==> config.mk <==
export PLATFORM = sky130hd
export DESIGN_NAME = conc_stim_player
export DESIGN_NICKNAME = d
export VERILOG_FILES = /design/src/rtl/conc_stim_player.sv
export SDC_FILE = /design/constraint.sdc
export NUM_CORES = 2
export LEC_CHECK = 0
export CORE_ASPECT_RATIO = 0.9
export CORE_MARGIN = 2
export CORE_UTILIZATION = 40
export CTS_CLUSTER_SIZE = 40
export DETAILED_ROUTE_END_ITERATION = 16
export PLACE_DENSITY = 0.6
export SYNTH_ARGS = -nofsm -noshare
export SYNTH_HDL_FRONTEND = slang
export SYNTH_SLANG_ARGS = --single-unit
export TNS_END_PERCENT = 10
==> constraint.sdc <==
create_clock -name clock -period 4.1 [get_ports clock]
set_input_delay 0.82 -clock clock [delete_from_list [all_inputs] [get_ports clock]]
set_output_delay 0.82 -clock clock [all_outputs]
set_load 0.01 [all_outputs]
==> src/rtl/conc_stim_player.sv <==
// Stimulus program player: holds a loadable program of {obs, rep, stim} words and
// replays them onto DUT inputs, one word per rep+1 cycles, in one-shot or loop mode.
module conc_stim_player #(
  parameter int STIM_W = 6,
  parameter int REP_W  = 4,
  parameter int DEPTH  = 151,
  parameter int ADDR_W = 8,
  parameter int CNT_W  = 16
) (
  input  logic                      clock,
  input  logic                      reset,
  input  logic                      wr_en,
  input  logic [ADDR_W-1:0]         wr_addr,
  input  logic [STIM_W+REP_W:0]     wr_data,
  input  logic [ADDR_W-1:0]         last_addr,
  input  logic                      loop_en,
  input  logic                      start,
  input  logic                      stop,
  output logic [STIM_W-1:0]         stim_out,
  output logic                      obs_out,
  output logic                      valid,
  output logic                      busy,
  output logic                      done,
  output logic [ADDR_W-1:0]         pc,
  output logic [CNT_W-1:0]          loop_cnt
);

  localparam int WORD_W = 1 + REP_W + STIM_W;
  localparam logic [ADDR_W-1:0] LAST_IDX = ADDR_W'(DEPTH - 1);

  typedef enum logic [1:0] {IDLE, RUN, DONE} state_t;

  logic [WORD_W-1:0] mem [DEPTH];

  state_t            state_q, state_d;
  logic [STIM_W-1:0] stim_q, stim_d;
  logic              obs_q, obs_d;
  logic              valid_q, valid_d;
  logic              busy_q, busy_d;
  logic              done_q, done_d;
  logic [ADDR_W-1:0] pc_q, pc_d;
  logic [CNT_W-1:0]  loopCnt_q, loopCnt_d;
  logic [REP_W-1:0]  repCnt_q, repCnt_d;

  logic [ADDR_W-1:0] effLast;
  logic [ADDR_W-1:0] fetchAddr;
  logic [WORD_W-1:0] fetchWord;
  logic [CNT_W-1:0]  loopCntInc;

  always_ff @(posedge clock) begin
    if (wr_en && (int'(wr_addr) < DEPTH)) begin
      mem[wr_addr] <= wr_data;
    end
  end

  // A last_addr beyond the memory clamps to the final implemented word.
  assign effLast    = (int'(last_addr) > DEPTH - 1) ? LAST_IDX : last_addr;
  assign loopCntInc = (&loopCnt_q) ? loopCnt_q : loopCnt_q + 1'b1;

  // Only an in-program advance fetches a non-zero address; start and wrap fetch word 0.
  always_comb begin
    fetchAddr = '0;
    if (state_q == RUN && repCnt_q == '0 && pc_q < effLast) begin
      fetchAddr = pc_q + 1'b1;
    end
  end

  assign fetchWord = mem[fetchAddr];

  always_comb begin
    state_d   = state_q;
    stim_d    = stim_q;
    obs_d     = obs_q;
    valid_d   = valid_q;
    busy_d    = busy_q;
    done_d    = done_q;
    pc_d      = pc_q;
    loopCnt_d = loopCnt_q;
    repCnt_d  = repCnt_q;
    if (stop) begin
      state_d  = IDLE;
      stim_d   = '0;
      obs_d    = 1'b0;
      valid_d  = 1'b0;
      busy_d   = 1'b0;
      done_d   = 1'b0;
      pc_d     = '0;
      repCnt_d = '0;
    end else begin
      unique case (state_q)
        IDLE, DONE: begin
          if (start) begin
            state_d   = RUN;
            pc_d      = '0;
            stim_d    = fetchWord[STIM_W-1:0];
            obs_d     = fetchWord[WORD_W-1];
            repCnt_d  = fetchWord[STIM_W +: REP_W];
            valid_d   = 1'b1;
            busy_d    = 1'b1;
            done_d    = 1'b0;
            loopCnt_d = '0;
          end
        end
        RUN: begin
          if (repCnt_q != '0) begin
            repCnt_d = repCnt_q - 1'b1;
          end else if (pc_q < effLast) begin
            pc_d     = fetchAddr;
            stim_d   = fetchWord[STIM_W-1:0];
            obs_d    = fetchWord[WORD_W-1];
            repCnt_d = fetchWord[STIM_W +: REP_W];
          end else if (loop_en) begin
            pc_d      = '0;
            stim_d    = fetchWord[STIM_W-1:0];
            obs_d     = fetchWord[WORD_W-1];
            repCnt_d  = fetchWord[STIM_W +: REP_W];
            loopCnt_d = loopCntInc;
          end else begin
            state_d   = DONE;
            loopCnt_d = loopCntInc;
            stim_d    = '0;
            obs_d     = 1'b0;
            valid_d   = 1'b0;
            busy_d    = 1'b0;
            done_d    = 1'b1;
            repCnt_d  = '0;
          end
        end
        default: state_d = IDLE;
      endcase
    end
  end

  always_ff @(posedge clock or negedge reset) begin
    if (!reset) begin
      state_q   <= IDLE;
      stim_q    <= '0;
      obs_q     <= 1'b0;
      valid_q   <= 1'b0;
      busy_q    <= 1'b0;
      done_q    <= 1'b0;
      pc_q      <= '0;
      loopCnt_q <= '0;
      repCnt_q  <= '0;
    end else begin
      state_q   <= state_d;
      stim_q    <= stim_d;
      obs_q     <= obs_d;
      valid_q   <= valid_d;
      busy_q    <= busy_d;
      done_q    <= done_d;
      pc_q      <= pc_d;
      loopCnt_q <= loopCnt_d;
      repCnt_q  <= repCnt_d;
    end
  end

  assign stim_out = stim_q;
  assign obs_out  = obs_q;
  assign valid    = valid_q;
  assign busy     = busy_q;
  assign done     = done_q;
  assign pc       = pc_q;
  assign loop_cnt = loopCnt_q;

endmodule

# After elaboration in Yosys (flattened, before gate mapping)
# Memories as Yosys holds them, arrays and structs flattened.
# Index checks and enable logic that the tools add are counted.
[classes]
mux = 51
order_cmp = 3
eq_ne = 11
bitwise_logic = 1
n_reduce_logical = 16
n_addsub = 3
[op_table]
columns = ["operator", "count"]
rows = [
  ["$mux W16", 4],
  ["$mux W8", 7],
  ["$pmux W16 S2", 1],
  ["$mux W6", 5],
  ["$mux W4", 5],
  ["$mux W1", 17],
  ["$add A16 B1 Y16 const B", 1],
  ["$pmux W8 S2", 1],
  ["$reduce_and A16 Y1", 1],
  ["$ne A3 B3 Y1 const B", 4],
  ["$pmux W6 S2", 1],
  ["$mux W2", 5],
  ["$add A8 B1 Y8 const B", 1],
  ["$gt A8 B8 Y1 const B", 1],
  ["$lt A8 B8 Y1", 1],
  ["$lt A8 B8 Y1 const B", 1],
  ["$ne A2 B2 Y1 const B", 4],
  ["$pmux W4 S2", 1],
  ["$reduce_and A4 Y1", 2],
  ["$pmux W1 S2", 3],
  ["$reduce_and A6 Y1", 1],
  ["$reduce_and A5 Y1", 1],
  ["$logic_not A4 Y1", 1],
  ["$ne A4 B3 Y1 const B", 1],
  ["13 further kinds", 15],
]
[totals]
register_bits = 39
mem_count = 1
mem_bits_rw = 1661
[memory_table]
columns = ["memory", "words", "width", "read_ports", "rd_clocked_by_memory_dff", "wr", "line_no", "text"]
rows = [
  ["mem", 151, 11, 1, 0, 1, "33", "logic [WORD_W-1:0] mem [DEPTH];"],
]

# Logic depth before layout (Yosys ltp)
# An unclocked memory read counts as a cell.
[logic_depth]
word_depth = 11
ltp_mapped = 18
depth_no_buf = 14

# Least setup slack after synthesis
# No wires, ideal clock.
[synth_path]
kind = "input port to flip-flop"
start = "input port last_addr[3]"
end = "register repCnt_q[1]"
slack_ns = 0.202
t_arrival_ns = 3.754
stages = 15
setup_time_ns = 0.144
path_cell_list = "a211oi_2 > a21oi_1 > nand2b_1 > ha_1 > a21oi_1 > o211ai_1 > o21a_1 > buf_6 > nor2_4 > mux2_2 > o211ai_1 > a21oi_1 > or4_1 > nand4_1 > o221ai_1"
[synth_via]
elab_chain_len = 11
word_cells_on_any_way = 12
[synth_lines]
columns = ["item", "line_no", "text"]
rows = [
  ["start: declaration", "15", "input logic [ADDR_W-1:0] last_addr,"],
  ["$gt A8 B8 Y1", "57", "assign effLast = (int'(last_addr) > DEPTH - 1) ? LAST_IDX : last_addr;"],
  ["$mux W8 (*)", "57", ""],
  ["$lt A8 B8 Y1 (*)", "63, 107", ""],
  ["$logic_and A1 B1 Y1", "63", "if (state_q == RUN && repCnt_q == '0 && pc_q < effLast) begin"],
  ["$mux W8", "63", ""],
  ["$mem_v2 Z151 W11", "--", ""],
  ["$mux W4", "112", "end else if (loop_en) begin"],
  ["$mux W4", "107", "end else if (pc_q < effLast) begin"],
  ["$mux W4", "105", "if (repCnt_q != '0) begin"],
  ["$pmux W4 S2 (*)", "90", "unique case (state_q)"],
  ["$mux W4 (*)", "80", "if (stop) begin"],
  ["end signal: assignment", "154", "repCnt_q <= repCnt_d;"],
  ["end: declaration", "43", "logic [REP_W-1:0] repCnt_q, repCnt_d;"],
]
# Every way passes the cells marked *; elsewhere a longest branch is shown, timed or not. The select of a mux whose other input is x is not followed.
# A chain may end at the register's enable or synchronous reset.

# Worst setup path after layout
[layout_path]
start = "input port last_addr[4]"
end = "register obs_q (netlist: obs_out)"
[layout_via]
elab_chain_len = 11
word_cells_on_any_way = 12
[layout_lines]
columns = ["item", "line_no", "text"]
rows = [
  ["$gt A8 B8 Y1", "57", ""],
  ["$mux W8 (*)", "57", ""],
  ["$lt A8 B8 Y1 (*)", "63, 107", ""],
  ["$logic_and A1 B1 Y1", "63", ""],
  ["$mux W8", "63", ""],
  ["$mem_v2 Z151 W11", "--", ""],
  ["$mux W1", "112", ""],
  ["$mux W1", "107", ""],
  ["$mux W1", "105", ""],
  ["$pmux W1 S2 (*)", "90", ""],
  ["$mux W1 (*)", "80", ""],
  ["end signal: assignment", "148", "obs_q <= obs_d;"],
  ["end: declaration", "37", "logic obs_q, obs_d;"],
]
# Marked as above.

==> impl_metrics.yaml <==
clocking:
  h-tree-depth: 4
  cts.sinks: 1700
  cts_tree: "yes"
  clk_latency_ps: 810
  cts_made_buffers: 170
  cts.clk_slew.worst_paths_ps: 60
  cts_buffer_depth: 3
  cts-root-buf: "clkbuf_16"
power_and_ir_drop:
  switching_share: 0.225
  cellPowerDensity_nw_per_um2: 448
  p_clk_frac: 0.419
  internal_power_uw: 28800
  netSwitchingPower_uw: 8370
  combPwrFrac: 0.065
  power_leakage_uw: 0.0275
  seqPwrFrac: 0.516
  power_uw: 37200
  peakVddDrop_mv: 0.423
layout:
  area_growth_pct: 21.9
  drive_above_1_share: 0.253
  nets: 5010
  num-fill-cells: 14300
  post-route-util: 0.492
yosys:
  yosysWarningCount: 0
  mappedNetlistNets: 4322
  async_flop_share: 0.0229
  yosys_register_bits: 1700
  syn_area_um2: 68100
  yosysSeqAreaShare: 0.747
  postSynthCellCount: 4278
  syn_area_per_cell_um2: 15.9
  yosys.cell_types.count: 86
  synth_ff_type: "edfxtp_1"
  synth_edf_count: 1661
global_routing:
  grt_max_degree: 113
  grtUsageMet3: 0.0584
  globalRouteMet1Util: 0.384
  grt_overflow: 0
  busiest_layer: "met1"
  grt_pass1_wl_um: 323000
  use_met2: 0.383
  antenna_found_initial: 6
  grt_usage: 0.263
  grt_pass1_vias: 41900
setup_path:
  cp.required_ps: 4790
  path_buf_inv: 7
  worst_setup_path_start_kind: "primary input"
  cpPeakStageDelay_ps: 340
  worst_path_max_delay_cell: "nor4_1"
  crit_family: "compound AO/OA/AOI/OAI gates"
  criticalPathCategory: "primary input to register"
  worstPathMaxFanout: 8
  cp-end-kind: "register"
  critPathArrivalTime_ps: 4740
  path_cells: "clkdlybuf4s15_1, a211oi_2, a21oi_2, buf_4, nand2b_4, ha_4, nand3_2, a211oi_4, buf_4, o21a_4, buf_8, nor3_4, buf_12, buf_12, buf_6, nand2_1, a31oi_1, a211o_1, o211a_1, nor4_1, a21oi_1"
drt:
  first_pass_iters: 6
  drt_iter0_drc: 6710
  route.detailed.drc: 0
  num_vias: 44300
  wl_per_cell_um: 31.5
  detail-route-antenna-nets: 0
  viasPerCell: 6.03
  routed_wl_um: 232000
sta:
  fin_crit_sh: 0.989
  relSlewSlack: 0.131
  fin_crit_ps: 4060
  fmax_mhz: 247
  hold_viol: 0
  worstMarginPinSlew_ps: 1300
  finalMaxSlewViolations: 0
  fin_worst_skew_ps: 49.6
  setup_viol: 0
floorplanning:
  die_h_um: 395
  boundaryPins: 67
  dieArea_um2: 174000
  die_x_um: 439
  rows: 143
  start_util: 0.403
  core_area_um2: 169000
place:
  port_buffers: 66
  gp_congestion: 0.997
  dp_hpwl_um: 150000
hold_path:
  hold_class: "primary input to register"
flow_run:
  maxCapViolCount: 0
status:
  status: "finished, final reports clean"
## Yosys cell counts (11+ instances only)
cell	number	area (um2)
nand2_1	520	1950
o211ai_1	13	97.6
nor4_1	15	93.8
ha_1	11	138
mux2_2	23	259
nor2b_1	12	75.1
buf_2	147	736
o22ai_1	71	444
a32oi_1	15	131
nand4_1	20	125
mux2i_1	126	1260
or3_1	14	87.6
a211oi_1	49	368
a22o_1	11	96.3
a311oi_1	21	184
a221oi_1	40	350
o2111ai_1	12	105
inv_1	15	56.3
and3_1	14	87.6
a31oi_1	71	444
clkbuf_1	78	293
nor2_1	276	1040
nand3_1	219	1100
mux4_2	161	3630
o221ai_1	36	315
nor3_1	55	275
a22oi_1	13	97.6
dfrtp_1	39	976
edfxtp_1	1661	49900
o21ai_0	115	576
buf_1	14	52.6
a21oi_1	173	866
buf_4	33	248
## final timing paths
check	from	to	slack [ps]	cells past startpoint
min in group asynchronous	reset	loop_cnt[6]	510	2
hold reg to reg	repCnt_q[1]	repCnt_q[1]	530	2
hold / removal	wr_data[0]	mem[106][0]	480	1
max in group asynchronous	reset	pc[0]	2760	3
setup reg to reg	pc[0]	repCnt_q[3]	70	15
setup / recovery	last_addr[4]	obs_out	40	21
## logic make-up (layout without fill, tap and decap cells)
| group | after synthesis | count (layout) | share of synthesized area |
|---|---|---|---|
| DFF | 1700 | 1700 | 0.747 |
| muxes | 310 | 310 | 0.0755 |
| AOI/OAI and AO/OA | 749 | 749 | 0.0742 |
| xor gates and xnor gates | 20 | 20 | 0.00307 |
| buffers and inverters | 296 | 1123 | 0.0216 |
| adders and majority gates | 11 | 11 | 0.00202 |
| and+or+nand+nor | 1192 | 1192 | 0.0769 |
| other | 0 | 2 | 0 |
## power by group through the flow
stage                     Clock, uW  Sequential (uW)  Combinational (uW)
after floorplan                   0            19500                 935
after global placement            0            19500                2240
after detailed placement          0            19500                2260
after CTS                     15800            19200                2340
after global routing          16400            19200                2500
final                         15600            19200                2430
## metal layers
layer | wire [um] | vias to the layer above
met2 | 101000 | 2823
met5 | 0 | -
li1 | - | 18300
met4 | 9960 | 0
met1 | 94400 | 22800
met3 | 26400 | 433
## per-stage QoR
step	setup slack, ps	hold slack [ps]	cells	setup TNS, ps	cell area, um2
final	44.4	483	7354	0	83000
after floorplan	202	479	4278	0	68100
after CTS	1.77	474	7334	0	82500
after global placement	-1730	506	6991	-22560	76300
after detailed placement	-1690	512	6991	-21170	76300
after global routing	-38.2	475	7353	-103	83000
## worst register-to-register path, stage by stage, from the launching register on
cell     delay [ps]
dfrtp_4         530
ha_2            400
xor2_4          240
buf_12          230
buf_12          340
nand2_1         170
buf_4           190
o22ai_1         180
buf_4           160
a31oi_1          40
buf_4           140
a31oi_1         400
o211a_1         260
nand4_1         300
nand3_2         240
o31ai_2          90
## what timing repair did
item / CTS / global route
hold buffers: 1 / 0
endpoints found under the hold margin: 19 / 0
pin swaps: 20 / 49
endpoints found under the setup margin: 11 / 11
cloned: 2 / 1
buffers inserted: 29 / 18
gates resized for setup: 72 / 85
## flip-flops by register name, indices dropped and copies added (netlist names)
| name | count |
|---|---|
| pc | 8 |
| obs_out | 1 |
| state_q | 2 |
| mem | 1661 |
| busy | 1 |
| done | 1 |
| repCnt_q | 4 |
| loop_cnt | 16 |
| stim_out | 6 |
## cell type report
type                       instances  area (um2)  share of cell area
multi-input combinational       2282       16500               0.199
inverter                          16        67.6            0.000814
sequential                      1700       50900               0.613
timing repair buffer             796        7260              0.0874
clock inverter                   106        1060              0.0128
antenna                            2        5.00           0.0000603
clock buffer                     205        4460              0.0537
tap                             2247        2810              0.0339
## cell usage in the layout (no fill, tap or decap), types with 15 or more instances in the layout
master / n
clkinv_1: 42
o221ai_1: 35
a221oi_1: 27
nor2_1: 272
mux2_2: 23
nand2_1: 515
edfxtp_1: 1661
clkbuf_1: 30
mux2i_1: 126
buf_6: 25
dfrtp_1: 38
o22ai_1: 68
buf_12: 72
bufinv_16: 17
a21oi_1: 167
nor3_1: 51
mux4_2: 161
nand4_1: 20
a211oi_1: 40
clkdlybuf4s50_1: 47
clkbuf_16: 173
buf_4: 631
o21ai_0: 105
a31oi_1: 68
a311oi_1: 15
nand3_1: 212
clkinv_2: 29
No activity file was read; power rests on OpenSTA's default activity.
